<file path="src/rtl/hdp_reg_sequencer.sv">
// hdp_reg_sequencer
//   Command sequencer in front of the HDP-1280-2 SPI master. After reset it
//   replays a fixed power-up table of register writes, then serves single
//   host register read/write requests.
//
//   Host handshake: a request transfers on a rising edge where
//   req_valid && req_ready. req_ready is high only in IDLE. Once high,
//   req_valid is expected to stay high until that transfer edge.
//   Responses are a 1-cycle resp_valid pulse with no back-pressure.
//
//   Timing: the complete pulse counts as gap cycle 1. This puts resp_valid,
//   init_done and the next INIT_ISSUE exactly GAP_CYCLES after the complete
//   pulse. It also leaves GAP_CYCLES quiet cycles between a complete and
//   the next start pulse. error rises exactly TIMEOUT_CYCLES after the
//   start pulse when no complete arrives.
//
//   Optional feature macro: HDP_SEQ_READBACK_VERIFY_EN. When it is defined,
//   every init write is read back and compared, and a mismatch is fatal.
`timescale 1ns/1ps
module hdp_reg_sequencer #(
  parameter int WORD_WIDTH     = 8,
  parameter int NUM_INIT       = 4,
  parameter int GAP_CYCLES     = 128,
  parameter int TIMEOUT_CYCLES = 4096
) (
  input  logic                           i_clock,
  input  logic                           i_reset_n,
  input  logic [NUM_INIT*2*WORD_WIDTH-1:0] init_table,
  input  logic                           req_valid,
  output logic                           req_ready,
  input  logic                           req_rw,
  input  logic [WORD_WIDTH-2:0]          req_addr,
  input  logic [WORD_WIDTH-1:0]          req_wdata,
  output logic                           resp_valid,
  output logic [WORD_WIDTH-1:0]          resp_rdata,
  output logic                           init_done,
  output logic                           error,
  output logic                           spi_enable,
  output logic                           spi_start,
  output logic [WORD_WIDTH-1:0]          spi_tx_upper,
  output logic [WORD_WIDTH-1:0]          spi_tx_lower,
  input  logic [WORD_WIDTH-1:0]          spi_rx_lower,
  input  logic                           spi_complete,
  output logic [3:0]                     o_dbg_state
);

  localparam int WW      = WORD_WIDTH;
  localparam int MAX_CNT = (GAP_CYCLES > TIMEOUT_CYCLES) ? GAP_CYCLES : TIMEOUT_CYCLES;
  localparam int TW      = $clog2(MAX_CNT) + 1;
  localparam int IDX_W   = 4;

  // Gap dwell is one cycle shorter because the complete cycle is gap cycle 1.
  localparam logic [TW-1:0]    GAP_LAST = TW'(GAP_CYCLES - 2);
  localparam logic [TW-1:0]    TMO_LAST = TW'(TIMEOUT_CYCLES - 1);
  localparam logic [IDX_W-1:0] IDX_LAST = IDX_W'(NUM_INIT - 1);

  typedef enum logic [3:0] {
    S_INIT_ISSUE = 4'd0,
    S_INIT_WAIT  = 4'd1,
    S_INIT_GAP   = 4'd2,
    S_IDLE       = 4'd3,
    S_HOST_WAIT  = 4'd4,
    S_HOST_GAP   = 4'd5,
    S_ERROR      = 4'd6
`ifdef HDP_SEQ_READBACK_VERIFY_EN
    ,
    S_INIT_VERIFY_WAIT = 4'd7,
    S_INIT_VERIFY_GAP  = 4'd8
`endif
  } state_t;

  state_t            r_state;
  logic [IDX_W-1:0]  r_idx;
  logic [TW-1:0]     r_timer;
  logic              r_rw;
  logic              r_spi_enable;
  logic              r_spi_start;
  logic [WW-1:0]     r_tx_upper;
  logic [WW-1:0]     r_tx_lower;
  logic              r_resp_valid;
  logic [WW-1:0]     r_resp_rdata;
  logic              r_init_done;
  logic              r_error;

  logic [2*WW-1:0]   w_entry;
  logic [TW-1:0]     w_timer_inc;

  // Current init entry as {addr_byte, data}.
  assign w_entry     = init_table[int'(r_idx)*2*WW +: 2*WW];
  // The timer saturates instead of wrapping.
  assign w_timer_inc = (&r_timer) ? r_timer : r_timer + TW'(1);

  assign req_ready    = (r_state == S_IDLE);
  assign resp_valid   = r_resp_valid;
  assign resp_rdata   = r_resp_rdata;
  assign init_done    = r_init_done;
  assign error        = r_error;
  assign spi_enable   = r_spi_enable;
  assign spi_start    = r_spi_start;
  assign spi_tx_upper = r_tx_upper;
  assign spi_tx_lower = r_tx_lower;
  assign o_dbg_state  = r_state;

  // Sequencer FSM. Each transition clears the shared timer. Start and
  // response pulses default low, so each lasts exactly one cycle.
  always_ff @(posedge i_clock or negedge i_reset_n) begin
    if (!i_reset_n) begin
      r_state      <= S_INIT_ISSUE;
      r_idx        <= '0;
      r_timer      <= '0;
      r_rw         <= 1'b0;
      r_spi_enable <= 1'b0;
      r_spi_start  <= 1'b0;
      r_tx_upper   <= '0;
      r_tx_lower   <= '0;
      r_resp_valid <= 1'b0;
      r_resp_rdata <= '0;
      r_init_done  <= 1'b0;
      r_error      <= 1'b0;
    end else begin
      r_spi_enable <= 1'b1;
      r_spi_start  <= 1'b0;
      r_resp_valid <= 1'b0;
      r_timer      <= w_timer_inc;
      case (r_state)
        S_INIT_ISSUE: begin
          r_tx_upper  <= w_entry[2*WW-1:WW];
          r_tx_lower  <= w_entry[WW-1:0];
          r_spi_start <= 1'b1;
          r_timer     <= '0;
          r_state     <= S_INIT_WAIT;
        end
        S_INIT_WAIT: begin
          if (spi_complete) begin
            r_timer <= '0;
            r_state <= S_INIT_GAP;
          end else if (r_timer >= TMO_LAST) begin
            r_timer <= '0;
            r_error <= 1'b1;
            r_state <= S_ERROR;
          end
        end
        S_INIT_GAP: begin
          if (r_timer >= GAP_LAST) begin
            r_timer <= '0;
`ifdef HDP_SEQ_READBACK_VERIFY_EN
            r_tx_upper  <= {1'b1, w_entry[2*WW-2:WW]};
            r_tx_lower  <= '0;
            r_spi_start <= 1'b1;
            r_state     <= S_INIT_VERIFY_WAIT;
`else
            if (r_idx == IDX_LAST) begin
              r_init_done <= 1'b1;
              r_state     <= S_IDLE;
            end else begin
              r_idx   <= r_idx + IDX_W'(1);
              r_state <= S_INIT_ISSUE;
            end
`endif
          end
        end
`ifdef HDP_SEQ_READBACK_VERIFY_EN
        S_INIT_VERIFY_WAIT: begin
          if (spi_complete) begin
            r_timer <= '0;
            r_state <= S_INIT_VERIFY_GAP;
          end else if (r_timer >= TMO_LAST) begin
            r_timer <= '0;
            r_error <= 1'b1;
            r_state <= S_ERROR;
          end
        end
        S_INIT_VERIFY_GAP: begin
          // Rx data is settled once the gap has elapsed.
          if (r_timer >= GAP_LAST) begin
            r_timer <= '0;
            if (spi_rx_lower != w_entry[WW-1:0]) begin
              r_error <= 1'b1;
              r_state <= S_ERROR;
            end else if (r_idx == IDX_LAST) begin
              r_init_done <= 1'b1;
              r_state     <= S_IDLE;
            end else begin
              r_idx   <= r_idx + IDX_W'(1);
              r_state <= S_INIT_ISSUE;
            end
          end
        end
`endif
        S_IDLE: begin
          if (req_valid) begin
            r_rw        <= req_rw;
            r_tx_upper  <= {req_rw, req_addr};
            r_tx_lower  <= req_rw ? '0 : req_wdata;
            r_spi_start <= 1'b1;
            r_timer     <= '0;
            r_state     <= S_HOST_WAIT;
          end
        end
        S_HOST_WAIT: begin
          if (spi_complete) begin
            r_timer <= '0;
            r_state <= S_HOST_GAP;
          end else if (r_timer >= TMO_LAST) begin
            r_timer <= '0;
            r_error <= 1'b1;
            r_state <= S_ERROR;
          end
        end
        S_HOST_GAP: begin
          if (r_timer >= GAP_LAST) begin
            r_resp_rdata <= r_rw ? spi_rx_lower : '0;
            r_resp_valid <= 1'b1;
            r_timer      <= '0;
            r_state      <= S_IDLE;
          end
        end
        S_ERROR: begin
          r_error <= 1'b1;
        end
        default: begin
          r_error <= 1'b1;
          r_timer <= '0;
          r_state <= S_ERROR;
        end
      endcase
    end
  end

endmodule

</file>
<file path="config.mk">
export PLATFORM = sky130hd
export DESIGN_NAME = hdp_reg_sequencer
export DESIGN_NICKNAME = d
export VERILOG_FILES = /design/src/rtl/hdp_reg_sequencer.sv
export SDC_FILE = /design/constraint.sdc
export NUM_CORES = 1
export LEC_CHECK = 0
export ABC_AREA = 1
export CAP_MARGIN = 20
export CORE_MARGIN = 2
export CORE_UTILIZATION = 42
export DETAILED_ROUTE_END_ITERATION = 12
export PLACE_DENSITY = 0.76
export SETUP_SLACK_MARGIN = 0.1
export SYNTH_ARGS = -nofsm -noshare
export SYNTH_HDL_FRONTEND = slang
export SYNTH_SLANG_ARGS = --single-unit
</file>
<file path="constraint.sdc">
create_clock -name i_clock -period 3.8 [get_ports i_clock]
set_input_delay 0.38 -clock i_clock [delete_from_list [all_inputs] [get_ports i_clock]]
set_output_delay 0.38 -clock i_clock [all_outputs]
set_load 0.01 [all_outputs]
</file>
==> results of run 1 <==
-- final timing paths --
| kind | start | to | slack [ns] |
|---|---|---|---|
| max reg2reg | r_idx[1] | spi_tx_lower[5] | 1.63 |
| max in group asynchronous | i_reset_n | o_dbg_state[2] | 3.21 |
| min reg2reg | error | error | 0.48 |
| max | o_dbg_state[3] | req_ready | 1.43 |
| min in group i_clock | error | error | 0.48 |
| min | i_reset_n | resp_rdata[1] | 0.16 |
-- cells by family after synthesis --
kind of cell	Yosys count	synth area share, %
simple gates	206	28.4
compound gates	119	19.7
xor+xnor	5	1.43
mux	1	0.366
buf+inv	48	7.13
fa+ha+maj	3	1.22
flops	51	41.5
other cells	2	0.244
-- state kept, by name (all words and copies together), names as in the netlist --
register and count:
resp_valid 1, spi_start 1, spi_tx_upper 8, init_done 1, r_timer 13, r_idx 4
r_rw 1, spi_tx_lower 8, resp_rdata 8, error 1, spi_enable 1, o_dbg_state 4
-- worst max-delay path, cell delays in order (launching register included) --
cell,delay (ns)
dfrtp_1,0.46
nor2_1,0.18
inv_1,0.08
nor2_2,0.11
nand2_2,0.13
inv_4,0.16
clkdlybuf4s50_1,0.56
-- per-stage QoR --
| stage | cells | cell area (sq um) | util, % | worst slack [ns] |
|---|---|---|---|---|
| floorplan | 435 | 3070 | - | 2.14 |
| finish | 651 | 4450 | 62.0 | 1.43 |
| global route | 651 | 4450 | 62.0 | 1.31 |
| detailed placement | 643 | 4350 | 60.7 | 1.61 |
| global placement | 643 | 4350 | 60.7 | 1.66 |
| CTS | 651 | 4450 | 62.0 | 1.41 |
-- layer usage --
| layer | share of wire [%] | track usage [%] | up-vias |
|---|---|---|---|
| met5 | 0 | 0 | - |
| met4 | 1.4 | 6.11 | 0 |
| met3 | 8.4 | 9.14 | 13 |
| met2 | 51 | 43.4 | 116 |
| met1 | 40 | 29.1 | 1537 |
| li1 | - | - | 1659 |
-- report_power, final --
part / leakage (nW) / total, W / internal [W] / switching, W
Sequential: 0.606 / 0.000769 / 0.000660 / 0.000110
Clock: 0.0491 / 0.000334 / 0.000136 / 0.000198
Combinational: 1.33 / 0.000790 / 0.000389 / 0.000401
Total: 1.98 / 0.00189 / 0.00118 / 0.000708
-- layout make-up --
type	instances	share of cell area, %
multi-input combinational	336	35.5
sequential	51	28.7
timing repair buffer	127	28.3
tap	99	2.78
inverter	30	2.59
clock buffer	5	1.55
clock inverter	3	0.591
-- cells in the final DEF (no fill, tap or decap), drive strengths merged --
master         Yosys  layout
ha                 3       3
nor3               5       5
clkdlybuf4s50      0     124
xnor2              2       2
or2                1       1
buf               12       3
o21ai             46      46
xor2               3       3
mux2               1       1
o21bai             1       1
a21oi             68      68
nor4               1       1
clkbuf             6       5
dfrtp             51      51
clkinv             1       2
nor2              99      99
a21o               1       1
o22ai              2       2
nand4              9       9
nand2             73      73
inv               29      31
nand3             18      18
o211ai             1       1
conb               2       2
==> metrics.yaml, run 1 <==
io_buffers: 125
whs_ns: 0.158
clk_path_buf_depth: 2
area_delta_synth_final_pct: 44.8
yosys_warnings: 0
fp-row-count: 31
multiInputGateArea_sq_mm: 0.00158
ys_seq_area_share_pct: 41.5
fin_tns_setup_ns: 0
rsz0062_at_grt: "false"
grt_start_max_net_pins: 52
grt_pass1_wl_um: 15300
ctsResizeCount: 0
hold_violations: 0
drive_above_1_share_pct: 4.35
crit_arrival_ns: 1.99
leakagePower_nw: 1.98
worst-slew-pin-transition_ns: 0.787
htreeDepth: 2
cts_setup_buffers: 0
syn_nets: 530
grt_overflow_total: 0
synth.distinct_cells: 33
ctsHoldBuffers: 0
grt_pass1_vias: 3237
vias_per_cell: 5.11
die_w_um: 89.5
drt_iter0_markers: 186
vias: 3325
ant_nets: 0
cts.sinks: 51
p_per_area_mw_per_mm2: 425
fillers: 663
r2r_cells: 6
drc: 0
antenna_found_initial: 0
yosysMostFrequentCell: "nor2_1"
fmax_ghz: 0.422
synthArstFlopShare_pct: 100
finalCritPeriodShare_pct: 62.3
final.min_clock_period_ns: 2.37
setup_viol: 0
synth_top_cell_area_share_pct: 41.5
synth-seq-cells: 51
cts_root_buf: "clkbuf_8"
core_sq_mm: 0.00718
endpoint_kind: "output port"
first_pass_iters: 4
pin_count: 126
grtUsageTotal_pct: 24.9
power_w: 0.00189
ff_latch_area_sq_mm: 0.00128
ys_top_cells_by_area: "dfrtp_1 42%, nor2_1 12%, a21oi_1 11%"
start_util_pct: 42.8
maxCapViolCount: 0
peakVddDrop_mv: 0.300
insertion_delay_ns: 0.31
cts_tree: "built"
cp.required_ns: 3.42
dp_hpwl_um: 7480
synth_top_flop_cell: "dfrtp_1"
wire_per_inst_um: 14.7
syn_avg_cell_area_sq_um: 7.06
min_path_type: "input pin to async pin"
synth_area_sq_mm: 0.00307
numCtsBuffers: 5
status: "complete, no violations"
slew_headroom_pct: 47.5
die_area_sq_mm: 0.00802
syn_inst: 435
wl_um: 9550
maxSlewViolCount: 0
start_kind: "register"
crit_type: "register to output port"
place_congestion: 0.897
clkTransAtPathRegs_ns: 0.11
finalClockSkew_ns: 0.0105
antenna_cells: 0
synth_edf_count: 0
die_y_um: 89.5
synth_top_cell_by_area: "dfrtp_1"
cp_max_fo: 10
layout.nets: 646
synth_common_cells: "95 x nor2_1, 70 x nand2_1, 68 x a21oi_1, 51 x dfrtp_1, 45 x o21ai_0"
No activity file was read; power rests on OpenSTA's default activity.
==> inputs of run 2 (changes only) <==
CORE_UTILIZATION = 39   (was 42)
PLACE_DENSITY = 0.74   (was 0.76)
clock period = 2.15 ns   (was 3.8 ns; I/O delays follow)
==> metrics.yaml, run 2 (synthesis gave the netlist of run 1 again) <==
grt_pass1_vias: 3363
grt_start_max_net_pins: 34
path_delay_family: "buffers and inverters"
area_delta_synth_final_pct: 50.1
finalCritPeriodShare_pct: 90.7
fp-row-count: 32
largest_reg_flops: 13
place_congestion: 0.898
endpoint_kind: "output port"
p_per_area_mw_per_mm2: 764
core_sq_mm: 0.00769
hold_violations: 0
die_w_um: 92.8
numCtsBuffers: 5
path_depth: 6
htreeDepth: 2
finalClockSkew_ns: 0.0115
critPathSlowestCell: "clkdlybuf4s50_1"
grt_pass1_wl_um: 15600
wl_um: 9440
r2r_start: "r_timer[2]"
grtUsageTotal_pct: 23.0
clk_path_buf_depth: 2
dp_hpwl_um: 7320
p_comb_share_pct: 42.5
setup_viol: 0
fmax_ghz: 0.513
p_switching_w: 0.00126
vias: 3378
r2r_cells: 9
rsz0062_at_grt: "false"
endpoint: "req_ready"
die_area_sq_mm: 0.00861
insertion_delay_ns: 0.32
final_common_cell: "clkdlybuf4s50_1"
path_cells: "nor2_2 -> inv_1 -> nor2_4 -> nand2_4 -> inv_6 -> clkdlybuf4s50_1"
p_int_w: 0.00227
maxSlewViolCount: 0
dp.cells: 653
fillers: 722
worst-slew-pin-transition_ns: 0.620
antenna_cells: 0
status: "complete, no violations"
cts.sinks: 51
vias_per_cell: 5.07
crit_type: "register to output port"
grt_overflow_total: 0
layoutNonFillerInstCount: 666
layout_common_cells: "124 x clkdlybuf4s50_1, 93 x nor2_1, 70 x nand2_1, 68 x a21oi_1, 49 x dfrtp_1"
first_pass_iters: 4
r2r_setup_slack_ns: 0.30
start_kind: "register"
drive_above_1_share_pct: 7.45
antenna_found_initial: 0
die_y_um: 92.8
cp.required_ns: 1.93
clkTransAtPathRegs_ns: 0.10
wire_per_inst_um: 14.2
switching_share_pct: 35.6
worst_r2r_endpoint: "o_dbg_state[1]"
leakagePower_nw: 2.06
peakVddDrop_mv: 0.607
slowest_delay_ns: 0.52
top_register: "r_timer"
fin_tns_setup_ns: 0
drt_iter0_markers: 150
final.min_clock_period_ns: 1.95
drc: 0
p_seq_share_pct: 37.9
start_util_pct: 40.0
min_path_type: "input pin to async pin"
ant_nets: 0
cts_tree: "built"
layout.nets: 658
cts_root_buf: "clkbuf_8"
crit_buf_inv: 3
clkPwrFrac_pct: 19.5
pin_count: 126
io_buffers: 125
maxCapViolCount: 0
cp_max_fo: 6
worstSetupStartpoint: "o_dbg_state[3]"
slew_headroom_pct: 58.6
crit_arrival_ns: 1.74
whs_ns: 0.441
-- run 2: changes by cell type in the layout (fill, tap and decap cells not counted), moves of 2 or more --
cell / change
nor2_4: +2
dfrtp_2: +2
nor2_1: -2
buf_4: +10
dfrtp_1: -2
-- run 2: how the worst min path moves through the flow --
stage                    start               to  slack (ns)  cells after the start
2_1_floorplan        i_reset_n            error       -0.08                      0
3_3_place_gp         i_reset_n   o_dbg_state[2]        0.26                      1
3_5_place_dp         i_reset_n   o_dbg_state[0]        0.27                      1
4_1_cts        spi_rx_lower[6]    resp_rdata[6]        0.45                      3
5_1_grt        spi_rx_lower[6]    resp_rdata[6]        0.45                      3
6_report             i_reset_n  spi_tx_upper[4]        0.44                      2
-- run 2: cell type report --
| cell class | count | area [sq um] | area share [%] |
|---|---|---|---|
| Clock inverter | 3 | 47.5 | 1.03 |
| Clock buffer | 5 | 68.8 | 1.49 |
| Tap cell | 102 | 128 | 2.77 |
| Inverter | 30 | 118 | 2.55 |
| Multi-Input combinational cell | 336 | 1610 | 34.8 |
| Sequential cell | 51 | 1280 | 27.7 |
| Timing Repair Buffer | 139 | 1370 | 29.6 |
-- run 2: timing repair --
| action | CTS | global route |
|---|---|---|
| gates resized for setup | 3 | 8 |
| setup buffers | 2 | 2 |
| pin swaps | 0 | 0 |
| hold buffers | 1 | 0 |
| cloned | 0 | 0 |
| endpoints found under the setup margin | 1 | 16 |
| hold endpoints to repair | 25 | 0 |
-- run 2: routing by layer --
metal  up-vias  global-route usage [%]  part of all wire (%)
li1       1687                       -                     -
met2       118                    39.6                    49
met4         0                    7.84                   2.0
met1      1551                    27.4                    41
met3        22                    6.43                   7.6
met5         -                       0                     0
-- run 2: power by group through the flow --
stage | registers [W] | clock network (W) | logic [W]
CTS | 0.00134 | 0.000708 | 0.00146
detailed placement | 0.00135 | 0 | 0.00144
global placement | 0.00134 | 0 | 0.00142
finish | 0.00134 | 0.000689 | 0.00150
floorplan | 0.00141 | 0 | 0.000639
global route | 0.00137 | 0.000747 | 0.00167
-- run 2: metrics by stage --
step / utilization [%] / worst slack, ns / cell area (sq um) / power, W
after detailed placement: 57.5 / 0.149 / 4420 / 0.00279
after global placement: 57.5 / 0.225 / 4420 / 0.00276
after floorplan: - / 0.492 / 3070 / 0.00205
after global routing: 60.0 / 0.115 / 4610 / 0.00378
final: 60.0 / 0.200 / 4610 / 0.00352
after CTS: 59.5 / 0.116 / 4570 / 0.00350
